**src/rtl/revaluate_reader.sv**
```systemverilog
// Streams the ROWSxCOLS result matrix out of a sync-read memory, row-major, over valid/ready.
// Optional out_last port enabled by defining REVALUATE_READER_LAST_EN.
module revaluate_reader #(
  parameter int DATA_W = 64,
  parameter int ROWS   = 5,
  parameter int COLS   = 5,
  parameter int ADDR_W = 5
) (
  input  logic              clk,
  input  logic              rst,
  input  logic              start,
  output logic              rd_en,
  output logic [ADDR_W-1:0] rd_addr,
  input  logic [DATA_W-1:0] rd_data,
  output logic [DATA_W-1:0] out_data,
  output logic              out_valid,
  input  logic              out_ready,
  output logic              busy,
  output logic              done
`ifdef REVALUATE_READER_LAST_EN
  ,
  output logic              out_last
`endif
);

  localparam int ROW_W = (ROWS > 1) ? $clog2(ROWS) : 1;
  localparam int COL_W = (COLS > 1) ? $clog2(COLS) : 1;

  typedef enum logic [2:0] {
    S_IDLE,
    S_LOAD,
    S_CAPT,
    S_HOLD,
    S_DONE
  } state_t;

  state_t             r_state;
  logic [ROW_W-1:0]   r_row;
  logic [COL_W-1:0]   r_col;
  logic [ADDR_W-1:0]  r_addr;
  logic [DATA_W-1:0]  r_data;
  logic               w_last;
  logic               w_col_last;

  assign w_col_last = (r_col == COL_W'(COLS - 1));
  assign w_last     = (r_row == ROW_W'(ROWS - 1)) && w_col_last;

  // r_addr tracks row*COLS+col incrementally so no multiplier is needed.
  always_ff @(posedge clk) begin
    if (rst) begin
      r_state <= S_IDLE;
      r_row   <= '0;
      r_col   <= '0;
      r_addr  <= '0;
      r_data  <= '0;
    end else begin
      case (r_state)
        S_IDLE: if (start) r_state <= S_LOAD;
        S_LOAD: r_state <= S_CAPT;
        S_CAPT: begin
          r_data  <= rd_data;
          r_state <= S_HOLD;
        end
        S_HOLD: begin
          if (out_ready) begin
            if (w_last) begin
              r_row   <= '0;
              r_col   <= '0;
              r_addr  <= '0;
              r_state <= S_DONE;
            end else begin
              if (w_col_last) begin
                r_col <= '0;
                r_row <= r_row + ROW_W'(1);
              end else begin
                r_col <= r_col + COL_W'(1);
              end
              r_addr  <= r_addr + ADDR_W'(1);
              r_state <= S_LOAD;
            end
          end
        end
        S_DONE:  r_state <= S_IDLE;
        default: r_state <= S_IDLE;
      endcase
    end
  end

  assign rd_en     = (r_state == S_LOAD);
  assign rd_addr   = r_addr;
  assign out_data  = r_data;
  assign out_valid = (r_state == S_HOLD);
  assign busy      = (r_state != S_IDLE);
  assign done      = (r_state == S_DONE);

`ifdef REVALUATE_READER_LAST_EN
  assign out_last  = (r_state == S_HOLD) && w_last;
`endif

endmodule

```
**config.mk**
```make
export PLATFORM = sky130hd
export DESIGN_NAME = revaluate_reader
export DESIGN_NICKNAME = d
export VERILOG_FILES = /design/src/rtl/revaluate_reader.sv
export SDC_FILE = /design/constraint.sdc
export NUM_CORES = 1
export LEC_CHECK = 0
export BUFFER_PORTS_ARGS = -buffer_cell sky130_fd_sc_hd__buf_2
export CORE_MARGIN = 8
export CORE_UTILIZATION = 50
export DETAILED_ROUTE_END_ITERATION = 10
export PLACE_DENSITY = 0.89
export SYNTH_ARGS = -nofsm -noshare
export SYNTH_HDL_FRONTEND = slang
export SYNTH_SLANG_ARGS = --single-unit
```
**constraint.sdc**
```tcl
create_clock -name clk -period 4.2 [get_ports clk]
set_clock_uncertainty 0.2 [all_clocks]
set_input_delay 1.05 -clock clk [delete_from_list [all_inputs] [get_ports clk]]
set_output_delay 1.05 -clock clk [all_outputs]
set_load 0.005 [all_outputs]
```
# Word-level counts from Yosys, hierarchy flattened
# Index checks and enable logic that the tools add are counted.
# totals
ff_bits	78
wordCells	32
in_bits	68
out_inout_bits	73
# classes
add_sub_neg	3
muxes	9
n_eq_ne	8
reduce_logical	7
# op_table
operator	n
$mux 3	7
$pmux 3 s4	1
$eq 3x3->1 const B	3
$add 3x1->3 const B	2
$eq 3x2->1 const B	2
$add 5x1->5 const B	1
$mux 5	1
$reduce_and 2->1	2
$eq 3x1->1 const B	1
$logic_not 3->1	1
$reduce_and 3->1	1
$reduce_bool 3->1	1
$ne 2x1->1 const B	1
$ne 2x2->1 const B	1
$reduce_bool 2->1	1
$logic_and 1x1->1	1

# Logic depth before layout (Yosys ltp)
# Gate-level depths: netlist (run 1).
# logic_depth
ltp_word	5
mapped_depth	6
ltp_nobuf	5

# Worst setup path after synthesis (run 1)
# Ideal clock, no wire load.
# synth_path
path_kind	register to output
from	register r_state[1]
to	output out_valid
stages_incl_launch_ff	4
arrival_ns	0.915
slack_ns	2.035
path_buffers	1
required_time_ns	2.950
cell_sequence	dfxtp_1 -> buf_4 -> nor2b_1 -> and2_1
# synth_between
elab_chain_cells	1
# synth_lines
item	line	rtl
start, declared	37	state_t r_state;
start signal, assigned	51	r_state <= S_IDLE;
start signal, assigned	58	S_IDLE: if (start) r_state <= S_LOAD;
start signal, assigned	59	S_LOAD: r_state <= S_CAPT;
$eq 3x2->1	92	assign out_valid = (r_state == S_HOLD);
end, declared	16	output logic out_valid,
# Every way passes these cells.

# Final worst setup path (run 1)
# Same ends and word-level chain as after synthesis.

==> run metrics, run 1 <==
clk slew on worst S/H paths 70 ps; pin count of the biggest net entering global routing 65; Worst R2R Path Depth 3; VDD IR max 209 µV; PwrDens 381 mW/mm²; DR DRC count 0; total of max-cap violations 0; reg-to-reg slack, setup 2270 ps; Mapped Cells approximately 360; fill count 513; Yosys warnings 0; # clock sinks 78; Starting Density 0.512; Synth Area per Inst 8.28 µm²; Crit. End Element output port; data required time of the worst path 2950 ps; area leader, netlist dfxtp_1; Critical Path Source Type flop; Slew HR 0.427; DIE AREA 0.00877 mm²; Setup WS pre-CTS 1650 ps; Core Box Area 0.00589 mm²; vias per cell 4.98; fin area 0.00379 mm²; synth top area cells dfxtp_1 52%, nand2_1 17%, a21oi_1 12%; fmax between 300 and 400 MHz; # diodes 0; Root Buffer clkbuf_8; Die Span X 93.7 µm; CTS Buffer Depth 2; top_reg_cell synth dfxtp_1; Fin Setup TNS 0 ps; GRT Total Usage 0.176; Synth Register Bits 78; Synth top area share 0.518; placed inst area 0.00362 mm²; Routed wire per std cell 14.1 µm; global-route wire length before repair roughly 12,000 µm; Post-Syn Area between 0.003 and 0.004 mm²; syn nets 437; Final WS setup 1370 ps; worst slew pin tran 859 ps; distinct cell type count after synthesis 31; total grt overflow 0; Layout area overhead 25.7%; async set-reset flop share out of synthesis 0; std cell rows 28; worst skew pair latency 330 ps; Post-CTS Setup Bufs 0; Min-Delay Startpoint out_data[1]; WP data arrival approximately 1600 ps; total CTS buffers 9; Die H 93.7 µm; # resized after CTS 0; Min-Delay Path Depth 2; final hold vios 0; reg2reg end out_data[24]; most common cell in the netlist nand2_1; io pins 141; vias in the first global route 2,682; Buffers on Ports 140; critical path class flop to output port; Finish-stage setup viols 0; number of synthesized flops with an enable pin 0; Hold Crit Endpoint out_data[1]; post-route clock period utilization 0.675; Worst Hold Class flop to flop; vias post-DR 2,847; max-slew violations 0; RSZ-0062 raised after global routing false; worst reg2reg startpoint r_state[0]; share of layout cells above drive strength 1 0.324; wirelength, routed 8090 µm; status completed; nets 565; Lkg Pwr 1.72 nW; crit path max fanout 12; Routability Congestion around 0.84; min Tclk post-route 2830 ps; Post-CTS Hold Buffers 0; H-tree depth 3; DR iter-0 viols 78; Final ANT Viol Nets 0; hpwl dp 5840 µm; top cells by count, synth 133 x nand2_1, 78 x dfxtp_1, 73 x a21oi_1; drt pass-1 iters 4; initial antenna violation count 0; CTS tree built; sequential area share after synthesis 0.518
[metal layers]
layer  global-route usage  up-vias  share of wire
met3               0.0719        7           0.11
met4               0.0674        0          0.012
li1                     -     1455              -
met1                0.198     1276           0.42
met2                0.290      109           0.46
met5                    0        -              0
[sequential cells by signal, indices dropped and copies added, names as in the netlist]
name / count
r_state: 3
out_data: 64
rd_addr: 5
r_col: 3
r_row: 3
[power by group]
part	switching, mW	total (mW)	internal (mW)
sequential	0.0224	0.797	0.775
combinational	0.0972	0.173	0.0758
clock	0.261	0.474	0.213
[critical path, stage by stage, from the launching register on]
cell and delay [ps]:
dfxtp_1 560, nor2b_1 410, and2_1 180, buf_2 110
[worst max-delay path by stage]
stage | startpoint | endpoint | slack (ps)
CTS | r_state[1] | out_valid | 1380
finish | r_state[1] | out_valid | 1370
floorplan | r_state[1] | out_valid | 2030
detailed placement | rst | out_data[38] | 1650
global placement | rst | out_data[27] | 1690
global route | r_state[1] | out_valid | 1300
[cell type report]
class / instances / area, µm² / area share
Multi-Input combinational cell: 255 / 1230 / 0.324
Clock inverter: 6 / 38.8 / 0.0102
Sequential cell: 78 / 1560 / 0.412
Timing Repair Buffer: 143 / 723 / 0.191
Tap cell: 75 / 93.8 / 0.0248
Inverter: 5 / 18.8 / 0.00495
Clock buffer: 10 / 128 / 0.0337
[metrics by stage]
step	cells	hold slack (ps)	utilization	power, mW
5_1_grt	572	269	0.644	1.52
6_report	572	254	0.644	1.44
3_3_place_gp	556	239	0.616	0.982
3_5_place_dp	556	245	0.616	0.989
2_1_floorplan	364	253	-	0.920
4_1_cts	572	256	0.644	1.46
[placed cells by master (no fill, tap or decap), types with 2 or more instances in the layout]
cell type,Yosys,final
dfxtp_1,78,78
clkinv_2,0,3
nand4_1,3,3
nor3_1,2,2
nand3b_1,2,2
nand2_1,133,133
clkinvlp_4,0,2
buf_2,2,140
a31oi_1,2,2
o21ai_0,9,9
ha_1,5,5
or3_1,4,4
a21oi_1,73,73
nor2_1,2,2
inv_1,5,5
nor3b_1,3,2
clkbuf_8,0,9
nand2b_1,2,2
nand3_1,4,4
buf_4,8,3
[kinds of logic after synthesis]
group	after synthesis	synth area share
adders and majority gates	5	0.0207
DFF	78	0.518
buffers and inverters	31	0.0768
xor gates and xnor gates	1	0.00291
AOI/OAI and AO/OA	87	0.149
and+or+nand+nor	162	0.233
No activity file was read; power rests on OpenSTA's default activity.
==> run 2, diff against run 1 <==
Settings changed: CORE_UTILIZATION 50 to 42, PLACE_DENSITY 0.89 to 0.8.
Clock period 4.2 ns to 2.5 ns, I/O delays scaled along.
==> run 2 against run 1 <==
Final area up 2.5%. Global-route usage down 2.2 points. Power is 85% higher. Critical path depth is the same. Critical path type unchanged. Largest power group unchanged. Highest routed layer unchanged.
==> run metrics, run 2 (synthesis results as in run 1) <==
min Tclk post-route ~2300 ps; CTS tree built; WP data arrival 1510 ps; most common cell after layout, fill and taps aside buf_2; drt pass-1 iters 4; Starting Density 0.425; std cell rows 31; share of layout cells above drive strength 1 0.325; Setup WS pre-CTS around 500 ps; crit path cell chain nor2b_1 > and2_1 > buf_2; dpl cells 581; Final ANT Viol Nets 0; Critical Path Source Type flop; Final WS setup 162 ps; VDD IR max 373 µV; vias per cell 4.77; fmax 428 MHz; Routed wire per std cell 12.8 µm; hold_ws between 200 and 300 ps; max reg flops between 60 and 70; initial antenna violation count 0; Die Span X 101 µm; Internal 2.02 mW; Worst Hold Class flop to flop; sw frac 0.242; DR DRC count 0; GRT Total Usage 0.154; # resized after CTS 0; max-slew violations 0; Clk pwr share 0.392; Slew HR 0.504; # diodes 0; Die H 101 µm; Layout area overhead 28.8%; critical path class flop to output port; global-route wire length before repair 12,700 µm; Finish-stage setup viols 0; nets 566; Lkg Pwr approximately 1.8 nW; total CTS buffers 9; total grt overflow 0; Critical-path top delay cell dfxtp_1; clk slew on worst S/H paths 80 ps; worst slew pin tran 744 ps; final hold vios 0; Fin Setup TNS 0 ps; fill count a little under 700; Post-CTS Setup Bufs 0; Routability Congestion 0.816; Root Buffer clkbuf_8; vias post-DR about 2,800; post-route clock period utilization 0.935; pin count of the biggest net entering global routing 65; Util after Layout 0.547; DR iter-0 viols 95; data required time of the worst path approximately 1700 ps; worst skew pair latency 330 ps; wirelength, routed 7660 µm; Core Box Area about 0.0071 mm²; crit path max fanout 12; Logic pwr share 0.107; total of max-cap violations 0; hpwl dp 5610 µm; CTS Buffer Depth 2; PwrDens ~700 mW/mm²; Buffers on Ports 140; slowest stage delay, CP roughly 530 ps; Crit. End Element output port; H-tree depth 3; DIE AREA 0.0101 mm²; Layout Cells excl Fill 597; RSZ-0062 raised after global routing false; most frequent cells in the layout 140 x buf_2, 133 x nand2_1, 78 x dfxtp_1, 73 x a21oi_1, 10 x clkbuf_8; sw power 647 µW; power share of the sequential group 0.501; vias in the first global route 2,795; Post-CTS Hold Buffers 0; status completed; io pins 141; # clock sinks 78
## run 2: power by group through the flow
stage / registers [mW] / logic [mW] / clock network, mW
2_1_floorplan: 1.36 / 0.182 / 0
3_3_place_gp: 1.36 / 0.288 / 0
3_5_place_dp: 1.37 / 0.294 / 0
4_1_cts: 1.34 / 0.295 / 1.07
5_1_grt: 1.35 / 0.326 / 1.14
6_report: 1.34 / 0.287 / 1.05
## run 2: stage by stage
| stage | total power [mW] | cell area [µm²] |
|---|---|---|
| after floorplan | 1.55 | 3020 |
| after global placement | 1.65 | 3660 |
| after detailed placement | 1.66 | 3660 |
| after CTS | 2.71 | 3880 |
| after global routing | 2.81 | 3880 |
| final | 2.67 | 3880 |
## run 2: path summary, 6_finish.rpt
kind	cells past startpoint	slack [ps]	from	to
hold reg to reg	2	250	out_data[13]	out_data[13]
setup reg to reg	3	640	r_state[0]	out_data[42]
hold / removal	2	250	out_data[13]	out_data[13]
setup / recovery	3	160	r_state[1]	out_valid
## run 2: critical path: cells and delay by family, from the launching register on
| family | cells | cell delay (ps) |
|---|---|---|
| buffers and inverters | 1 | 110 |
| DFF | 1 | 530 |
| and+or+nand+nor | 2 | 540 |
## run 2: routing by layer
layer / part of all wire / global-route usage / vias to the layer above
met2: 0.47 / 0.264 / 102
met1: 0.41 / 0.167 / 1280
li1: - / - / 1457
met3: 0.10 / 0.0677 / 6
met5: 0 / 0 / -
met4: 0.011 / 0.0442 / 0
## run 2: layout make-up
cell class | instances | area (µm²) | share of cell area
well taps | 99 | 124 | 0.0319
repair buffers | 144 | 731 | 0.188
clock buffers | 11 | 141 | 0.0364
multi-input cells | 255 | 1230 | 0.316
inverters | 5 | 18.8 | 0.00483
flip-flops and latches | 78 | 1560 | 0.402
clock inverters | 5 | 81.3 | 0.0209
